$ cat src/rtl/fir_sequencer_if.sv
// Signal bundle for fir_sequencer: sample input, coefficient writes, external MAC and result output.
// The slave modport is the sequencer; the master modport is the host plus the MAC.
interface fir_sequencer_if #(
  parameter int W  = 8,
  parameter int AW = 3
);
  logic           in_valid;
  logic           in_ready;
  logic [W-1:0]   in_sample;
  logic           coef_we;
  logic [AW-1:0]  coef_addr;
  logic [W-1:0]   coef_data;
  logic [W-1:0]   mac_a;
  logic [W-1:0]   mac_b;
  logic           acc_load;
  logic [2*W-1:0] acc_out;
  logic           out_valid;
  logic           out_ready;
  logic [2*W-1:0] out_data;
  logic           busy;

  modport master (
    output in_valid, in_sample, coef_we, coef_addr, coef_data, acc_out, out_ready,
    input  in_ready, mac_a, mac_b, acc_load, out_valid, out_data, busy
  );

  modport slave (
    input  in_valid, in_sample, coef_we, coef_addr, coef_data, acc_out, out_ready,
    output in_ready, mac_a, mac_b, acc_load, out_valid, out_data, busy
  );
endinterface

$ cat src/rtl/fir_sequencer.sv
// TAPS-tap direct-form FIR that sequences an external multiplier/accumulator pair.
// Optional FIR_SEQ_COEF_LOCK_EN: coefficient writes only land while the sequencer is idle.
module fir_sequencer #(
  parameter int W    = 8,
  parameter int TAPS = 8,
  parameter int AW   = 3
) (
  input  logic           i_clk,
  input  logic           i_clear,
  fir_sequencer_if.slave bus
);

  typedef enum logic [2:0] {
    S_IDLE  = 3'd0,
    S_PRIME = 3'd1,
    S_RUN   = 3'd2,
    S_DONE  = 3'd3,
    S_OUT   = 3'd4
  } state_t;

  state_t         r_state;
  state_t         w_next_state;
  logic [AW-1:0]  r_k;
  logic [AW-1:0]  r_wp;
  logic [AW-1:0]  r_newest;
  logic [W-1:0]   r_buf  [TAPS];
  logic [W-1:0]   r_coef [TAPS];
  logic [2*W-1:0] r_out_data;

  logic           w_accept;
  logic           w_coef_wr;
  logic [AW-1:0]  w_rd_idx;
  logic           w_last_tap;
  logic           w_in_ready;
  logic           w_busy;
  logic           w_acc_load;
  logic           w_out_valid;
  logic [W-1:0]   w_mac_a;
  logic [W-1:0]   w_mac_b;

  assign w_accept   = (r_state == S_IDLE) && bus.in_valid;
`ifdef FIR_SEQ_COEF_LOCK_EN
  assign w_coef_wr  = bus.coef_we && (r_state == S_IDLE);
`else
  assign w_coef_wr  = bus.coef_we;
`endif
  // TAPS is a power of two, so the AW-bit subtraction is the modular history index.
  assign w_rd_idx   = r_newest - r_k;
  assign w_last_tap = (r_k == AW'(TAPS - 1));

  always_ff @(posedge i_clk or posedge i_clear) begin
    if (i_clear) begin
      r_state <= S_IDLE;
    end else begin
      r_state <= w_next_state;
    end
  end

  always_ff @(posedge i_clk or posedge i_clear) begin
    if (i_clear) begin
      for (int i = 0; i < TAPS; i++) begin
        r_buf[i]  <= '0;
        r_coef[i] <= '0;
      end
      r_wp       <= '0;
      r_newest   <= '0;
      r_k        <= '0;
      r_out_data <= '0;
    end else begin
      if (w_accept) begin
        r_buf[r_wp] <= bus.in_sample;
        r_newest    <= r_wp;
        r_wp        <= r_wp + AW'(1);
      end
      if (w_coef_wr) begin
        r_coef[bus.coef_addr] <= bus.coef_data;
      end
      if (r_state == S_PRIME) begin
        r_k <= '0;
      end else if (r_state == S_RUN) begin
        r_k <= r_k + AW'(1);
      end
      if (r_state == S_DONE) begin
        r_out_data <= bus.acc_out;
      end
    end
  end

  // Handshake flags and MAC operands decode from registered state only.
  always_comb begin
    w_next_state = r_state;
    w_in_ready   = 1'b0;
    w_busy       = 1'b1;
    w_acc_load   = 1'b0;
    w_out_valid  = 1'b0;
    w_mac_a      = '0;
    w_mac_b      = '0;
    case (r_state)
      S_IDLE: begin
        w_in_ready = 1'b1;
        w_busy     = 1'b0;
        if (bus.in_valid) begin
          w_next_state = S_PRIME;
        end else begin
          w_next_state = S_IDLE;
        end
      end
      S_PRIME: begin
        w_acc_load   = 1'b1;
        w_next_state = S_RUN;
      end
      S_RUN: begin
        w_mac_a = r_buf[w_rd_idx];
        w_mac_b = r_coef[r_k];
        if (w_last_tap) begin
          w_next_state = S_DONE;
        end else begin
          w_next_state = S_RUN;
        end
      end
      S_DONE: begin
        w_next_state = S_OUT;
      end
      S_OUT: begin
        w_out_valid = 1'b1;
        if (bus.out_ready) begin
          w_next_state = S_IDLE;
        end else begin
          w_next_state = S_OUT;
        end
      end
      default: begin
        w_next_state = S_IDLE;
      end
    endcase
  end

  assign bus.in_ready  = w_in_ready;
  assign bus.busy      = w_busy;
  assign bus.acc_load  = w_acc_load;
  assign bus.out_valid = w_out_valid;
  assign bus.mac_a     = w_mac_a;
  assign bus.mac_b     = w_mac_b;
  assign bus.out_data  = r_out_data;

endmodule

$ cat src/flat_wrapper.sv
// flat-port wrapper written by rule: the top's interface ports become plain ports
module fir_sequencer_flat 
#(
  parameter int W    = 8,
  parameter int TAPS = 8,
  parameter int AW   = 3
)
  (i_clk, i_clear, bus_in_valid, bus_in_sample, bus_coef_we, bus_coef_addr, bus_coef_data, bus_acc_out, bus_out_ready, bus_in_ready, bus_mac_a, bus_mac_b, bus_acc_load, bus_out_valid, bus_out_data, bus_busy);
  fir_sequencer_if #(.W(W), .AW(AW)) bus_i ();
  input  logic i_clk;
  input  logic i_clear;
  input wire logic [$bits(bus_i.in_valid)-1:0] bus_in_valid;
  input wire logic [$bits(bus_i.in_sample)-1:0] bus_in_sample;
  input wire logic [$bits(bus_i.coef_we)-1:0] bus_coef_we;
  input wire logic [$bits(bus_i.coef_addr)-1:0] bus_coef_addr;
  input wire logic [$bits(bus_i.coef_data)-1:0] bus_coef_data;
  input wire logic [$bits(bus_i.acc_out)-1:0] bus_acc_out;
  input wire logic [$bits(bus_i.out_ready)-1:0] bus_out_ready;
  output wire logic [$bits(bus_i.in_ready)-1:0] bus_in_ready;
  output wire logic [$bits(bus_i.mac_a)-1:0] bus_mac_a;
  output wire logic [$bits(bus_i.mac_b)-1:0] bus_mac_b;
  output wire logic [$bits(bus_i.acc_load)-1:0] bus_acc_load;
  output wire logic [$bits(bus_i.out_valid)-1:0] bus_out_valid;
  output wire logic [$bits(bus_i.out_data)-1:0] bus_out_data;
  output wire logic [$bits(bus_i.busy)-1:0] bus_busy;
  assign bus_i.in_valid = bus_in_valid;
  assign bus_i.in_sample = bus_in_sample;
  assign bus_i.coef_we = bus_coef_we;
  assign bus_i.coef_addr = bus_coef_addr;
  assign bus_i.coef_data = bus_coef_data;
  assign bus_i.acc_out = bus_acc_out;
  assign bus_i.out_ready = bus_out_ready;
  assign bus_in_ready = bus_i.in_ready;
  assign bus_mac_a = bus_i.mac_a;
  assign bus_mac_b = bus_i.mac_b;
  assign bus_acc_load = bus_i.acc_load;
  assign bus_out_valid = bus_i.out_valid;
  assign bus_out_data = bus_i.out_data;
  assign bus_busy = bus_i.busy;
  fir_sequencer #(.W(W), .TAPS(TAPS), .AW(AW)) u_core (.i_clk(i_clk), .i_clear(i_clear), .bus(bus_i));
endmodule
$ cat config.mk
export PLATFORM = sky130hd
export DESIGN_NAME = fir_sequencer_flat
export DESIGN_NICKNAME = d
export VERILOG_FILES = /design/src/rtl/fir_sequencer_if.sv /design/src/rtl/fir_sequencer.sv /design/src/flat_wrapper.sv
export SDC_FILE = /design/constraint.sdc
export NUM_CORES = 1
export LEC_CHECK = 0
export ABC_CLOCK_PERIOD_IN_PS = 8300
export CAP_MARGIN = 20
export CORE_MARGIN = 1.5
export CORE_UTILIZATION = 50
export CTS_BUF_LIST = sky130_fd_sc_hd__clkbuf_8
export CTS_CLUSTER_DIAMETER = 80
export DETAILED_ROUTE_END_ITERATION = 8
export HOLD_SLACK_MARGIN = 0.06
export PLACE_DENSITY = 0.79
export SLEW_MARGIN = 5
export SYNTH_ARGS = -nofsm -noshare
export SYNTH_HDL_FRONTEND = slang
export SYNTH_SLANG_ARGS = --single-unit
$ cat constraint.sdc
create_clock -name i_clk -period 8.3 [get_ports i_clk]
set_input_delay 1.66 -clock i_clk [delete_from_list [all_inputs] [get_ports i_clk]]
set_output_delay 1.66 -clock i_clk [all_outputs]
set_load 0.01 [all_outputs]
==> results.py, run 1 <==
metrics = {
    "yosys": {
        "synth_most_common_cell": "dfrtp_1",
        "synth_area_leaders": "dfrtp_1 (55%), mux2_2 (22%), mux4_2 (10%), mux2i_1 (2.4%), clkbuf_1 (1.0%)",
        "yosys_register_bits": 156,
        "ys_types": 31,
        "syn_nets": 497,
        "synth.top_cells.by_count": "dfrtp_1 (156), mux2_2 (141), mux4_2 (32)",
        "async_flop_share_pct": 100,
        "syn-instance-count": 452,
        "avgSynthCellArea_sq_um": 15.6,
        "synth-edff-count": 0,
        "syn_area_sq_um": 7060,
        "yosysTopAreaCellShare_pct": 55.3,
        "yosysTopAreaCell": "dfrtp_1",
        "yosysSeqAreaShare_pct": 55.3,
        "ys.flop_type": "dfrtp_1",
        "ys_warn_count": 0,
    },
    "timing": {
        "drv_slew": 0,
        "tns_ns": 0,
        "max_clock_freq_ghz": 0.180,
        "worst_pin_slew_ns": 0.938,
        "setup_violations": 0,
        "fin_ws_ns": 2.73,
        "worst_hold_slack_ns": 0.499,
        "hold_viol_final": 0,
        "period_share_pct": 67.1,
        "rsz0062_at_grt": "no",
        "relSlewSlack_pct": 37.3,
        "post-route-min-period_ns": 5.57,
        "skew_ns": 0.00684,
    },
    "critical_path": {
        "ff2ff_path_depth": 3,
        "cp-start-kind": "flip-flop",
        "crit_required_ns": 6.64,
        "timing_worst_setup_path_type": "reg2out",
        "slowest_stage": "fa_1",
        "crit_arrival_ns": 3.91,
        "cp-end-kind": "output pin",
        "crit_family": "adder cells",
        "crit_buf_inv": 4,
        "crit_chain": "buf_16 -> ha_1 -> inv_1 -> fa_1 -> buf_8 -> mux4_2 -> mux2i_1 -> nor2_1 -> clkdlybuf4s50_1",
        "cp.depth": 9,
        "cp_slowest_stage_delay_ns": 0.89,
        "rrSetupSlack_ns": 5.75,
        "critPathMaxFanout": 12,
    },
    "die": {
        "start_util_pct": 51.1,
        "pin_count": 76,
        "core_sq_um": 13800,
        "die_h_um": 122,
        "rows": 43,
        "dieArea_sq_um": 14800,
        "fp.dieW_um": 122,
    },
    "clock_tree": {
        "htreeDepth": 4,
        "numCtsBuffers": 17,
        "clk_latency_ns": 0.44,
        "clkSlewWorstSetupHoldPaths_ns": 0.07,
        "cts.path.max_buffers": 2,
        "cts_setup_buffers": 0,
        "cts_num_sinks": 156,
        "cts_tree": "built",
        "cts_hold_buf": 0,
        "post_cts_resized": 0,
        "ctsRootBufferMaster": "clkbuf_8",
    },
    "route": {
        "drcViolationCount": 0,
        "first_pass_iters": 4,
        "wl_met2_um": 7080,
        "wl_met1_um": 6330,
        "ant_nets": 0,
        "wire_per_inst_um": 19.7,
        "vias": 4084,
        "wl_um": 14200,
        "routed.top_layer": "met4",
        "wl_met3_um": 528,
        "viasPerCell": 5.67,
        "drt-initial-drc-count": 255,
    },
    "layout": {
        "area_delta_synth_final_pct": 18.6,
        "stdcell_count": 720,
        "n_antenna_cell": 0,
        "drive_gt1_share_pct": 39.3,
        "finalNetCount": 574,
        "regArea_sq_um": 3900,
        "multi_input_area_sq_um": 3040,
        "fill_cells": 1014,
    },
    "global_routing": {
        "grt_max_degree": 89,
        "antenna_found_initial": 0,
        "grt_use_total_pct": 20.9,
        "grt_pass1_vias": 4309,
        "grt.overflow.total": 0,
        "grt_pass1_wl_um": 22900,
    },
    "placement": {
        "place_ws_ns": 2.58,
        "portBuffers": 75,
        "dp_hpwl_um": 9300,
        "place_inst": 687,
        "routabilityCongestion": 0.751,
    },
    "pwr": {
        "power_density_nw_per_um2": 372,
        "total_power_w": 0.00312,
        "p_leak_nw": 3.60,
        "ir_drop_v": 0.000165,
    },
    "flow_run": {
        "cap_violations": 0,
    },
    "worst_hold_path": {
        "hp-class": "reg2reg",
        "holdPathStages": 2,
    },
    "outcome": {
        "outcome": "finished, final reports clean",
    },
}
-- worst reg2reg max path: stages (launching register included) --
cell,delay [ns]
dfrtp_1,0.47
nor4b_2,0.69
nand4b_1,0.76
mux2_2,0.52
-- report_power, final --
part           switching, W  total [W]  internal, W
Combinational      0.000538    0.00138     0.000840
Sequential         0.000208    0.00126      0.00105
Clock              0.000250   0.000486     0.000235
-- cells by family (layout without fill, tap and decap cells) --
kind of cell | Yosys count | in the layout | share of synthesized area (%)
multiplexers | 193 | 193 | 35.6
flip-flops | 156 | 156 | 55.3
AND/OR/NAND/NOR | 61 | 61 | 5.58
buffers and inverters | 30 | 118 | 1.70
adder cells (fa/ha/maj) | 5 | 5 | 0.992
AO/OA/AOI/OAI | 4 | 4 | 0.283
XOR/XNOR | 3 | 3 | 0.567
-- registers in the layout, summed over array words and instances (netlist names) --
register             count
u_core.r_newest          3
u_core.r_wp              3
u_core.r_coef           64
u_core.bus.out_data     16
u_core.r_state           3
u_core.r_k               3
u_core.r_buf            64
-- cells in the final DEF, fill, tap and decap left out, types with 2 or more instances in the layout --
cell	instances
clkbuf_8	22
nand4b_1	5
dfrtp_1	156
o21ai_0	3
xnor2_1	2
mux2_2	141
mux2i_1	17
inv_1	13
ha_1	4
mux2_1	3
nor2_1	19
buf_4	3
buf_16	2
nor3b_2	2
nand4_1	2
nor3b_1	2
mux4_2	32
nor4b_4	2
nand2b_1	2
clkdlybuf4s50_1	75
nand2_1	17
nor3_1	3
-- worst paths after layout --
check                                           to          startpoint
max                                   bus_mac_a[4]       u_core.r_k[0]
min                             u_core.r_newest[2]  u_core.r_newest[2]
max reg2reg                       u_core.r_buf[36]   u_core.r_state[2]
min reg2reg                     u_core.r_newest[2]  u_core.r_newest[2]
max in group asynchronous  u_core.bus.out_data[13]             i_clear
min in group asynchronous         u_core.r_buf[62]             i_clear
-- final cells by class --
cell class | count | share of cell area (%)
clock buffer | 22 | 3.62
tap | 180 | 2.69
inverter | 7 | 0.374
sequential | 156 | 46.6
timing repair buffer | 81 | 10.1
multi-input combinational | 266 | 36.3
clock inverter | 8 | 0.374
-- per-layer routing --
layer / vias up / global-route usage, %
li1: 1820 / -
met1: 2136 / 28.5
met2: 109 / 33.0
met3: 19 / 4.40
met4: 0 / 8.01
met5: - / 0
-- per-stage QoR --
stage,cell area (sq um),utilization (%)
finish,8370,60.6
global route,8370,60.6
CTS,8300,60.1
detailed placement,7970,57.6
global placement,7970,57.6
floorplan,7060,-
Power figures use the tool's default switching activity.
==> inputs of run 2 (changes only) <==
--- a/config.mk
+++ b/config.mk
@@ -5,7 +5,7 @@
 export SDC_FILE = /design/constraint.sdc
 export NUM_CORES = 1
 export LEC_CHECK = 0
-export ABC_CLOCK_PERIOD_IN_PS = 8300
+export ABC_CLOCK_PERIOD_IN_PS = 5630
 export CAP_MARGIN = 20
 export CORE_MARGIN = 1.5
 export CORE_UTILIZATION = 50
==> constraint.sdc (replaced) <==
create_clock -name i_clk -period 5.63 [get_ports i_clk]
set_input_delay 1.126 -clock i_clk [delete_from_list [all_inputs] [get_ports i_clk]]
set_output_delay 1.126 -clock i_clk [all_outputs]
set_load 0.01 [all_outputs]
==> results.py, run 2 (synthesized netlist as in run 1, its figures left out) <==
metrics = {
    "route": {
        "drcViolationCount": 0,
        "first_pass_iters": 4,
        "vias": 4070,
        "wire_per_inst_um": 19.2,
        "viasPerCell": 5.64,
        "drt-initial-drc-count": 221,
        "wl_um": 13800,
        "ant_nets": 0,
    },
    "layout": {
        "regArea_sq_um": 3900,
        "layout_common_cells": "dfrtp_1 (156), mux2_2 (141), clkdlybuf4s50_1 (75), mux4_2 (32), clkbuf_8 (22)",
        "area_delta_synth_final_pct": 19.2,
        "fill_cells": 1011,
        "finalNetCount": 575,
        "multi_input_area_sq_um": 3040,
        "n_antenna_cell": 0,
        "final_common_cell": "dfrtp_1",
        "drive_gt1_share_pct": 40.5,
    },
    "global_routing": {
        "antenna_found_initial": 0,
        "grt_pass1_vias": 4267,
        "grt_pass1_wl_um": 22400,
        "grt_max_degree": 118,
        "grt_use_total_pct": 20.3,
        "grt.overflow.total": 0,
    },
    "clock_tree": {
        "cts_tree": "built",
        "cts_hold_buf": 0,
        "cts.path.max_buffers": 2,
        "numCtsBuffers": 17,
        "post_cts_resized": 0,
        "clkSlewWorstSetupHoldPaths_ns": 0.07,
        "cts_num_sinks": 156,
        "cts_setup_buffers": 0,
        "ctsRootBufferMaster": "clkbuf_8",
        "clk_latency_ns": 0.46,
        "htreeDepth": 4,
    },
    "die": {
        "rows": 43,
        "dieArea_sq_um": 14800,
        "pin_count": 76,
        "core_sq_um": 13800,
        "fp.dieW_um": 122,
        "start_util_pct": 51.1,
        "die_h_um": 122,
    },
    "timing": {
        "tns_ns": 0,
        "setup_violations": 0,
        "period_share_pct": 78.8,
        "worst_pin_slew_ns": 0.986,
        "post-route-min-period_ns": 4.44,
        "max_clock_freq_ghz": 0.225,
        "hold_viol_final": 0,
        "relSlewSlack_pct": 34.0,
        "rsz0062_at_grt": "no",
        "skew_ns": 0.00539,
        "drv_slew": 0,
    },
    "critical_path": {
        "ff2ff_path_depth": 3,
        "crit_required_ns": 4.50,
        "critPathMaxFanout": 18,
        "cp-end-kind": "output pin",
        "timing_worst_setup_path_type": "reg2out",
        "crit_arrival_ns": 3.31,
        "rr_endpoint": "u_core.r_buf[26]",
        "cp-start-kind": "flip-flop",
        "endpoint": "bus_mac_a[4]",
        "r2r_start": "u_core.r_state[2]",
        "crit_start": "u_core.r_k[1]",
        "rrSetupSlack_ns": 3.15,
    },
    "placement": {
        "portBuffers": 75,
        "routabilityCongestion": 0.747,
        "dp_hpwl_um": 8930,
    },
    "pwr": {
        "power_density_nw_per_um2": 556,
        "ir_drop_v": 0.000215,
        "total_power_w": 0.00468,
        "p_leak_nw": 3.60,
    },
    "outcome": {
        "outcome": "finished, final reports clean",
    },
    "flow_run": {
        "cap_violations": 0,
    },
    "worst_hold_path": {
        "hp-class": "reg2reg",
    },
}
[run 2: cell count changes in the layout (fill, tap and decap cells not counted), sizes merged]
cell / change
clkinvlp: +1
bufinv: +2
inv: -6
clkinv: +3
buf: +1
[run 2: stage by stage]
step	area (sq um)	util [%]	setup slack [ns]	std cells	hold slack, ns
after floorplan	7060	-	0.297	452	0.453
after global placement	7990	57.8	1.71	690	0.470
after detailed placement	7990	57.8	1.68	690	0.478
after CTS	8390	60.7	1.16	720	0.496
after global routing	8410	60.9	0.953	721	0.513
final	8410	60.9	1.19	721	0.498
[run 2: worst min path at each step]
stage	startpoint	endpoint	slack [ns]	cells past startpoint
finish	u_core.r_buf[40]	u_core.r_buf[40]	0.50	1
global route	u_core.r_coef[4]	u_core.r_coef[4]	0.51	1
CTS	u_core.r_buf[41]	u_core.r_buf[41]	0.50	1
detailed placement	u_core.r_buf[41]	u_core.r_buf[41]	0.48	1
global placement	u_core.r_buf[42]	u_core.r_buf[42]	0.47	1
floorplan	u_core.r_buf[40]	u_core.r_buf[40]	0.45	1
[run 2: area by class of cell]
| cell class | count | share of cell area, % |
|---|---|---|
| clock inverter | 8 | 1.09 |
| multi-input combinational | 266 | 36.1 |
| timing repair buffer | 82 | 9.78 |
| tap | 180 | 2.68 |
| clock buffer | 22 | 3.60 |
| inverter | 7 | 0.372 |
| sequential | 156 | 46.4 |
[run 2: layer usage]
layer | share of wire, % | track usage [%] | up-vias
li1 | - | - | 1814
met2 | 49 | 33.5 | 89
met3 | 4.8 | 5.66 | 15
met5 | 0 | 0 | -
met1 | 44 | 26.1 | 2152
met4 | 1.6 | 6.62 | 0
[run 2: critical path: stages, from the launching register on]
cell and delay, ns:
dfrtp_1 0.34, buf_4 0.28, inv_1 0.11, fa_1 0.52, buf_4 0.31, mux4_2 0.55
mux2i_1 0.14, nor2_1 0.07, clkdlybuf4s50_1 0.53
[run 2: power by group]
group          switching, W  total, W  internal, W
clock              0.000387  0.000830     0.000443
combinational      0.000828   0.00204      0.00121
sequential         0.000269   0.00181      0.00154
total               0.00148   0.00468      0.00320
==> inputs of run 3 (changes only) <==
--- a/config.mk
+++ b/config.mk
@@ -5,7 +5,7 @@
 export SDC_FILE = /design/constraint.sdc
 export NUM_CORES = 1
 export LEC_CHECK = 0
-export ABC_CLOCK_PERIOD_IN_PS = 5630
+export ABC_CLOCK_PERIOD_IN_PS = 4200
 export CAP_MARGIN = 20
 export CORE_MARGIN = 1.5
 export CORE_UTILIZATION = 50
==> constraint.sdc (replaced) <==
create_clock -name i_clk -period 4.2 [get_ports i_clk]
set_input_delay 0.84 -clock i_clk [delete_from_list [all_inputs] [get_ports i_clk]]
set_output_delay 0.84 -clock i_clk [all_outputs]
set_load 0.01 [all_outputs]
==> results.py, run 3 (synthesized netlist as in run 1, its figures left out) <==
metrics = {
    "pwr": {
        "ir_drop_v": 0.000376,
        "p_leak_nw": 3.63,
        "power_density_nw_per_um2": 757,
    },
    "global_routing": {
        "grt_max_degree": 52,
        "grt_pass1_wl_um": 23300,
        "grt_use_total_pct": 21.2,
        "antenna_found_initial": 0,
        "grt.overflow.total": 0,
        "grt_pass1_vias": 4374,
    },
    "layout": {
        "fill_cells": 1007,
        "drive_gt1_share_pct": 41.3,
        "final_common_cell": "dfrtp_1",
        "layout_common_cells": "dfrtp_1 (156), mux2_2 (141), clkdlybuf4s50_1 (75), mux4_2 (32), nor2_1 (19)",
        "stdcell_count": 727,
        "n_antenna_cell": 0,
        "area_delta_synth_final_pct": 20.5,
        "finalNetCount": 579,
    },
    "timing": {
        "setup_violations": 0,
        "max_clock_freq_ghz": 0.250,
        "tns_ns": 0,
        "relSlewSlack_pct": 38.7,
        "post-route-min-period_ns": 3.99,
        "drv_slew": 0,
        "worst_hold_slack_ns": 0.500,
        "fin_ws_ns": 0.207,
        "skew_ns": 0.00867,
        "period_share_pct": 95.1,
        "hold_viol_final": 0,
        "rsz0062_at_grt": "no",
        "worst_pin_slew_ns": 0.917,
    },
    "clock_tree": {
        "ctsRootBufferMaster": "clkbuf_8",
        "numCtsBuffers": 17,
        "cts_tree": "built",
        "post_cts_resized": 0,
        "clkSlewWorstSetupHoldPaths_ns": 0.08,
        "clk_latency_ns": 0.45,
        "cts_setup_buffers": 0,
        "cts.path.max_buffers": 2,
        "cts_hold_buf": 0,
        "htreeDepth": 4,
        "cts_num_sinks": 156,
    },
    "route": {
        "ant_nets": 0,
        "vias": 4101,
        "wl_um": 14300,
        "drcViolationCount": 0,
        "first_pass_iters": 4,
        "viasPerCell": 5.64,
        "wire_per_inst_um": 19.7,
        "drt-initial-drc-count": 183,
    },
    "placement": {
        "portBuffers": 75,
        "dp_hpwl_um": 9400,
        "place_ws_ns": 0.684,
        "routabilityCongestion": 0.748,
        "place_inst": 695,
    },
    "die": {
        "core_sq_um": 13800,
        "rows": 43,
        "pin_count": 76,
        "fp.dieW_um": 122,
        "start_util_pct": 51.1,
        "die_h_um": 122,
        "dieArea_sq_um": 14800,
    },
    "critical_path": {
        "cp-start-kind": "flip-flop",
        "cp-end-kind": "output pin",
        "timing_worst_setup_path_type": "reg2out",
        "crit_required_ns": 3.36,
        "critPathMaxFanout": 16,
        "crit_arrival_ns": 3.15,
    },
    "flow_run": {
        "cap_violations": 0,
    },
    "outcome": {
        "outcome": "finished, final reports clean",
    },
    "worst_hold_path": {
        "hp-class": "reg2reg",
    },
}
run 3: per-layer routing:
layer  up-vias  routed length (um)  global-route usage (%)
met3        19                 526                    5.01
li1       1828                   -                       -
met1      2164                6520                    27.8
met5         -                   0                       0
met2        90                7020                    34.8
met4         0                 244                    7.87
run 3: per-stage QoR:
| stage | total power (W) | instance area (sq um) | util, % |
|---|---|---|---|
| finish | 0.00644 | 8510 | 61.5 |
| global route | 0.00682 | 8510 | 61.5 |
| detailed placement | 0.00520 | 8040 | 58.2 |
| CTS | 0.00650 | 8510 | 61.5 |
| global placement | 0.00509 | 8040 | 58.2 |
| floorplan | 0.00434 | 7060 | - |
run 3: power by group:
group	internal, W	switching (W)
Sequential	0.00207	0.000364
Combinational	0.00163	0.00110
Clock	0.000724	0.000558
run 3: final cells by class:
cell class | count | area (sq um) | share of cell area (%)
clock buffer | 18 | 248 | 2.91
clock inverter | 14 | 218 | 2.56
inverter | 7 | 30.0 | 0.353
multi-input combinational | 266 | 3040 | 35.7
sequential | 156 | 3900 | 45.9
tap | 180 | 225 | 2.65
timing repair buffer | 86 | 846 | 9.94
run 3: worst paths after layout:
kind                                     from                      to  slack, ns  cells after the start
setup / recovery           u_core.r_newest[0]            bus_mac_a[3]       0.21                      9
hold / removal               u_core.r_buf[42]        u_core.r_buf[42]       0.50                      1
setup reg to reg            u_core.r_state[2]        u_core.r_buf[35]       1.74                      3
hold reg to reg              u_core.r_buf[42]        u_core.r_buf[42]       0.50                      1
max in group asynchronous             i_clear  u_core.bus.out_data[3]       2.57                      3
min in group asynchronous             i_clear        u_core.r_buf[41]       0.86                      2
run 3: worst max-delay path: stages (launching register included):
cell             delay, ns
dfrtp_1               0.37
inv_1                 0.08
ha_1                  0.15
inv_1                 0.05
fa_1                  0.47
buf_4                 0.30
mux4_2                0.55
mux2i_1               0.15
nor2_1                0.07
clkdlybuf4s50_1       0.51
